==> src/rtl/operand_loader_if.sv <==
`default_nettype none
// ============================================================================
//  Module      : operand_loader_if
//  Description : Bundle of the operand_loader's stream, controller and status
//                signals. The slave side is the loader itself; the master
//                side is whoever feeds words and plays the controller.
//  Revision    : 1.0 - initial release
// ============================================================================
interface operand_loader_if #(
    parameter int DATA_W = 16,
    parameter int NUM_IN = 8
);
    logic                       in_valid;
    logic [DATA_W-1:0]          in_data;
    logic                       in_last;
    logic                       in_ready;
    logic                       op_ready;
    logic                       done_next;
    logic                       start;
    logic [NUM_IN*DATA_W-1:0]   ops;
    logic                       busy;
    logic                       err_len;
    logic [15:0]                job_cnt;

    modport master (
        output in_valid, in_data, in_last, op_ready, done_next,
        input  in_ready, start, ops, busy, err_len, job_cnt
    );

    modport slave (
        input  in_valid, in_data, in_last, op_ready, done_next,
        output in_ready, start, ops, busy, err_len, job_cnt
    );
endinterface
`default_nettype wire

==> src/rtl/operand_loader.sv <==
`default_nettype none
// ============================================================================
//  Module      : operand_loader
//  Description : Collects one job's operands from a valid/ready word stream
//                into a register bank, launches the controller with a
//                one-cycle start, and holds the bank until the job completes.
//  Revision    : 1.0 - initial release
// ============================================================================
module operand_loader #(
    parameter int DATA_W = 16,
    parameter int NUM_IN = 8,
    parameter int CNT_W  = 4
) (
    input  wire logic           clk,
    input  wire logic           rst,
    operand_loader_if.slave     bus
);

    typedef enum logic [1:0] {
        S_LOAD  = 2'd0,
        S_FULL  = 2'd1,
        S_ISSUE = 2'd2,
        S_RUN   = 2'd3
    } state_t;

    localparam logic [CNT_W-1:0] c_last_slot = CNT_W'(NUM_IN - 1);

    state_t              r_state;
    logic [CNT_W-1:0]    r_cnt;
    logic [DATA_W-1:0]   r_slot [NUM_IN];
    logic [15:0]         r_job_cnt;
    logic                r_err_len;

    logic                w_in_ready;
    logic                w_hs;
    logic                w_at_last;

    // Ready is a pure state decode, forced low while reset is held.
    assign w_in_ready = (r_state == S_LOAD) && !rst;
    assign w_hs       = bus.in_valid && w_in_ready;
    assign w_at_last  = (r_cnt == c_last_slot);

    // Job sequencing, operand capture, length checking and job counting.
    always_ff @(posedge clk or posedge rst) begin
        if (rst) begin
            r_state   <= S_LOAD;
            r_cnt     <= '0;
            r_job_cnt <= '0;
            r_err_len <= 1'b0;
            for (int i = 0; i < NUM_IN; i++) begin
                r_slot[i] <= '0;
            end
        end else begin
            r_err_len <= 1'b0;
            case (r_state)
                S_LOAD: begin
                    if (w_hs) begin
                        // Write the current slot; a short job also zeroes
                        // every slot above it so stale operands never leak.
                        for (int i = 0; i < NUM_IN; i++) begin
                            if (CNT_W'(i) == r_cnt) begin
                                r_slot[i] <= bus.in_data;
                            end else if (bus.in_last && (CNT_W'(i) > r_cnt)) begin
                                r_slot[i] <= '0;
                            end
                        end
                        if (bus.in_last || w_at_last) begin
                            // Exactly-right length is last word on last slot.
                            r_err_len <= (bus.in_last != w_at_last);
                            r_cnt     <= '0;
                            r_state   <= S_FULL;
                        end else begin
                            r_cnt <= r_cnt + 1'b1;
                        end
                    end
                end
                S_FULL: begin
                    if (bus.op_ready) begin
                        r_state <= S_ISSUE;
                    end
                end
                S_ISSUE: begin
                    r_state <= S_RUN;
                end
                S_RUN: begin
                    if (bus.done_next) begin
                        r_job_cnt <= r_job_cnt + 16'd1;
                        r_state   <= S_LOAD;
                    end
                end
                default: begin
                    r_state <= S_LOAD;
                end
            endcase
        end
    end

    // Flatten the slot array onto the operand bus, slot i at [i*DATA_W +: DATA_W].
    generate
        for (genvar g = 0; g < NUM_IN; g++) begin : g_ops
            assign bus.ops[g*DATA_W +: DATA_W] = r_slot[g];
        end
    endgenerate

    assign bus.in_ready = w_in_ready;
    assign bus.start    = (r_state == S_ISSUE);
    assign bus.busy     = (r_state != S_LOAD);
    assign bus.err_len  = r_err_len;
    assign bus.job_cnt  = r_job_cnt;

endmodule
`default_nettype wire

==> src/flat_wrapper.sv <==
// flat-port wrapper written by rule: the top's interface ports become plain ports
module operand_loader_flat 
#(
    parameter int DATA_W = 16,
    parameter int NUM_IN = 8,
    parameter int CNT_W  = 4
)
  (clk, rst, bus_in_valid, bus_in_data, bus_in_last, bus_op_ready, bus_done_next, bus_in_ready, bus_start, bus_ops, bus_busy, bus_err_len, bus_job_cnt);
  operand_loader_if #(.DATA_W(DATA_W), .NUM_IN(NUM_IN)) bus_i ();
  input  wire logic clk;
  input  wire logic rst;
  input wire logic [$bits(bus_i.in_valid)-1:0] bus_in_valid;
  input wire logic [$bits(bus_i.in_data)-1:0] bus_in_data;
  input wire logic [$bits(bus_i.in_last)-1:0] bus_in_last;
  input wire logic [$bits(bus_i.op_ready)-1:0] bus_op_ready;
  input wire logic [$bits(bus_i.done_next)-1:0] bus_done_next;
  output wire logic [$bits(bus_i.in_ready)-1:0] bus_in_ready;
  output wire logic [$bits(bus_i.start)-1:0] bus_start;
  output wire logic [$bits(bus_i.ops)-1:0] bus_ops;
  output wire logic [$bits(bus_i.busy)-1:0] bus_busy;
  output wire logic [$bits(bus_i.err_len)-1:0] bus_err_len;
  output wire logic [$bits(bus_i.job_cnt)-1:0] bus_job_cnt;
  assign bus_i.in_valid = bus_in_valid;
  assign bus_i.in_data = bus_in_data;
  assign bus_i.in_last = bus_in_last;
  assign bus_i.op_ready = bus_op_ready;
  assign bus_i.done_next = bus_done_next;
  assign bus_in_ready = bus_i.in_ready;
  assign bus_start = bus_i.start;
  assign bus_ops = bus_i.ops;
  assign bus_busy = bus_i.busy;
  assign bus_err_len = bus_i.err_len;
  assign bus_job_cnt = bus_i.job_cnt;
  operand_loader #(.DATA_W(DATA_W), .NUM_IN(NUM_IN), .CNT_W(CNT_W)) u_core (.clk(clk), .rst(rst), .bus(bus_i));
endmodule
==> config.mk <==
export PLATFORM = sky130hd
export DESIGN_NAME = operand_loader_flat
export DESIGN_NICKNAME = d
export VERILOG_FILES = /design/src/rtl/operand_loader_if.sv /design/src/rtl/operand_loader.sv /design/src/flat_wrapper.sv
export SDC_FILE = /design/constraint.sdc
export NUM_CORES = 1
export LEC_CHECK = 0
export CAP_MARGIN = 15
export CELL_PAD_IN_SITES_DETAIL_PLACEMENT = 1
export CELL_PAD_IN_SITES_GLOBAL_PLACEMENT = 2
export CORE_MARGIN = 2
export CORE_UTILIZATION = 34
export DETAILED_ROUTE_END_ITERATION = 8
export PLACE_DENSITY = 0.88
export SLEW_MARGIN = 20
export SYNTH_ARGS = -nofsm -noshare
export SYNTH_HDL_FRONTEND = slang
export SYNTH_SLANG_ARGS = --single-unit
==> constraint.sdc <==
create_clock -name clk -period 7.09 [get_ports clk]
set_clock_uncertainty 0.2 [all_clocks]
set_input_delay 0.709 -clock clk [delete_from_list [all_inputs] [get_ports clk]]
set_output_delay 0.709 -clock clk [all_outputs]
set_load 0.1 [all_outputs]
==> impl_metrics.tcl <==
set metrics [dict create \
    status "completed" \
    period_share 0.494 \
    slew_violations 0 \
    synth_area_mm2 0.00600 \
    rows 48 \
    ios 170 \
    fp.coreArea_mm2 0.0173 \
    overflow 0 \
    syn_to_final_growth_pct 40.4 \
    yosys_warnings 0 \
    period_minus_slack_ns 3.50 \
    clk_path_buf_depth 2 \
    globalRouteTotalUtil 0.210 \
    wl_per_cell_um 22.1 \
    path_class "reg -> out" \
    place.gp.congestion 0.761 \
    worstPathArrival_ns 2.59 \
    drv_cap 0 \
    nets 641 \
    post-cts-setup-buffer-count 0 \
    antenna_left 0 \
    dieArea_mm2 0.0187 \
    die_x_um 137 \
    syn_inst 459 \
    crit_required_ns 6.18 \
    setup-tns-final_ns 0 \
    viasPerCell 5.17 \
    first_global_vias 4803 \
    final_hold_viol_count 0 \
    port_buffers 169 \
    cts_hold_buf 0 \
    insertion_delay_ns 0.42 \
    root_buffer "clkbuf_16" \
    setup_viol 0 \
    dieHeight_um 137 \
    ys_ff_latch 151 \
    grt_pass1_wl_um 29000 \
    num_vias 4383 \
    final_common_cell "clkdlybuf4s50_1" \
    grt_antenna_before_repair 0 \
    syn-num-nets 491 \
    drt-total-wl_um 18700 \
    worstMarginPinSlew_ns 1.05 \
    final_cell_mix "clkdlybuf4s50_1, dfrtp_1, a22o_1" \
    fmax_mhz 285 \
    postSynthAreaPerCell_um2 13.1 \
    seq_area_frac_synth 0.630 \
    start_kind "flop" \
    grt_max_degree 86 \
    drive_gt1_frac 0.105 \
    hp-class "reg -> reg" \
    cts_tree "yes" \
    slew_headroom 0.300 \
    diodes 0 \
    critPathMaxFanout 5 \
    rsz0062_at_grt "false" \
    dpl.hpwl_um 12900 \
    drtIter0Drc 271 \
    cp-end-kind "output pin" \
    cts_resized 0 \
    synth.distinct_cells 38 \
    start_util 0.347 \
    first_pass_iters 4 \
    path_clk_slew_ns 0.06 \
    cts.sinks 151 \
    htreeDepth 4 \
    drc 0 \
    cts_made_buffers 17 \
]
[final timing paths]
check / startpoint / to / slack (ns) / depth (start not counted)
worst max-delay path: u_core.r_state[0] / bus_in_ready / 3.59 / 5
max in group asynchronous: rst / u_core.bus.ops[111] / 4.86 / 3
worst min-delay path: u_core.bus.job_cnt[15] / u_core.bus.job_cnt[15] / 0.28 / 1
worst max register to register: u_core.r_cnt[2] / u_core.r_state[1] / 4.45 / 6
worst min register to register: u_core.bus.job_cnt[15] / u_core.bus.job_cnt[15] / 0.28 / 1
min in group asynchronous: rst / u_core.r_state[0] / 0.63 / 2
[layer usage]
layer  track usage  share of wire  vias up
met5             0              0        -
met4        0.0699          0.016        0
met3        0.0519          0.059       18
met2         0.343           0.49      134
met1         0.274           0.43     2287
li1              -              -     1944
[cell usage after synthesis]
cell type | number | share of area
dfrtp_1 | 151 | 0.63
a22o_1 | 97 | 0.14
nand2_1 | 42 | 0.026
buf_1 | 15 | 0.0094
o21ai_0 | 13 | 0.011
inv_1 | 11 | 0.0069
ha_1 | 10 | 0.021
mux2_4 | 10 | 0.025
o21ai_1 | 10 | 0.0083
xnor2_1 | 10 | 0.015
buf_2 | 9 | 0.0075
clkbuf_1 | 8 | 0.0050
mux2_2 | 8 | 0.015
nand3_1 | 8 | 0.0067
nor2_1 | 7 | 0.0044
and3_1 | 5 | 0.0052
buf_4 | 5 | 0.0063
nand4_1 | 5 | 0.0052
xor2_1 | 5 | 0.0073
a21oi_1 | 4 | 0.0033
and2_1 | 4 | 0.0042
buf_6 | 3 | 0.0056
and4_1 | 2 | 0.0029
nor3_2 | 2 | 0.0033
o21ai_2 | 2 | 0.0029
and3b_1 | 1 | 0.0015
clkbuf_2 | 1 | 0.00083
nand2_4 | 1 | 0.0019
nand3b_1 | 1 | 0.0013
nand3b_4 | 1 | 0.0033
nor2_2 | 1 | 0.0010
nor2_4 | 1 | 0.0019
nor2b_1 | 1 | 0.0010
nor3_4 | 1 | 0.0027
o2111ai_2 | 1 | 0.0025
o22ai_1 | 1 | 0.0010
o32a_1 | 1 | 0.0017
or2_2 | 1 | 0.0010
[flip-flops by register name, summed over array words and instances, names as in the netlist]
signal              count
u_core.bus.job_cnt     16
u_core.bus.err_len      1
u_core.r_state          2
u_core.bus.ops        128
u_core.r_cnt            4
[logic make-up (layout without fill, tap and decap cells)]
kind of cell,after synthesis,after routing,synth area share
compound gates,129,129,0.172
xor+xnor,15,15,0.0219
fa+ha+maj,10,10,0.0209
buf+inv,52,215,0.0415
flops,151,151,0.630
mux,18,18,0.0400
simple gates,84,84,0.0738
[area by class of cell]
| cell class | count | area, um2 |
|---|---|---|
| fill | 1774 | 8870 |
| clock inverter | 12 | 150 |
| timing repair buffer | 172 | 1720 |
| tap | 225 | 282 |
| clock buffer | 20 | 457 |
| sequential | 151 | 3780 |
| inverter | 11 | 46.3 |
| multi-input combinational | 256 | 1990 |
[worst max-delay path, cell delays in order (launching register included)]
cell             delay [ns]
dfrtp_1                0.41
inv_1                  0.11
ha_1                   0.29
inv_1                  0.10
nor2_1                 0.11
clkdlybuf4s50_1        1.15
[stage by stage]
| step | cell area [um2] | instances | worst slack (ns) | utilization | hold slack (ns) |
|---|---|---|---|---|---|
| finish | 8430 | 847 | 3.59 | 0.487 | 0.280 |
| global route | 8430 | 847 | 3.50 | 0.487 | 0.307 |
| CTS | 8400 | 847 | 3.56 | 0.486 | 0.282 |
| detailed placement | 7790 | 815 | 3.65 | 0.451 | 0.270 |
| global placement | 7790 | 815 | 3.69 | 0.451 | 0.259 |
| floorplan | 6000 | 459 | 2.10 | - | 0.328 |
Power is not shown: default switching activity piles up to over one toggle a cycle in this logic, so the estimate is an artifact.
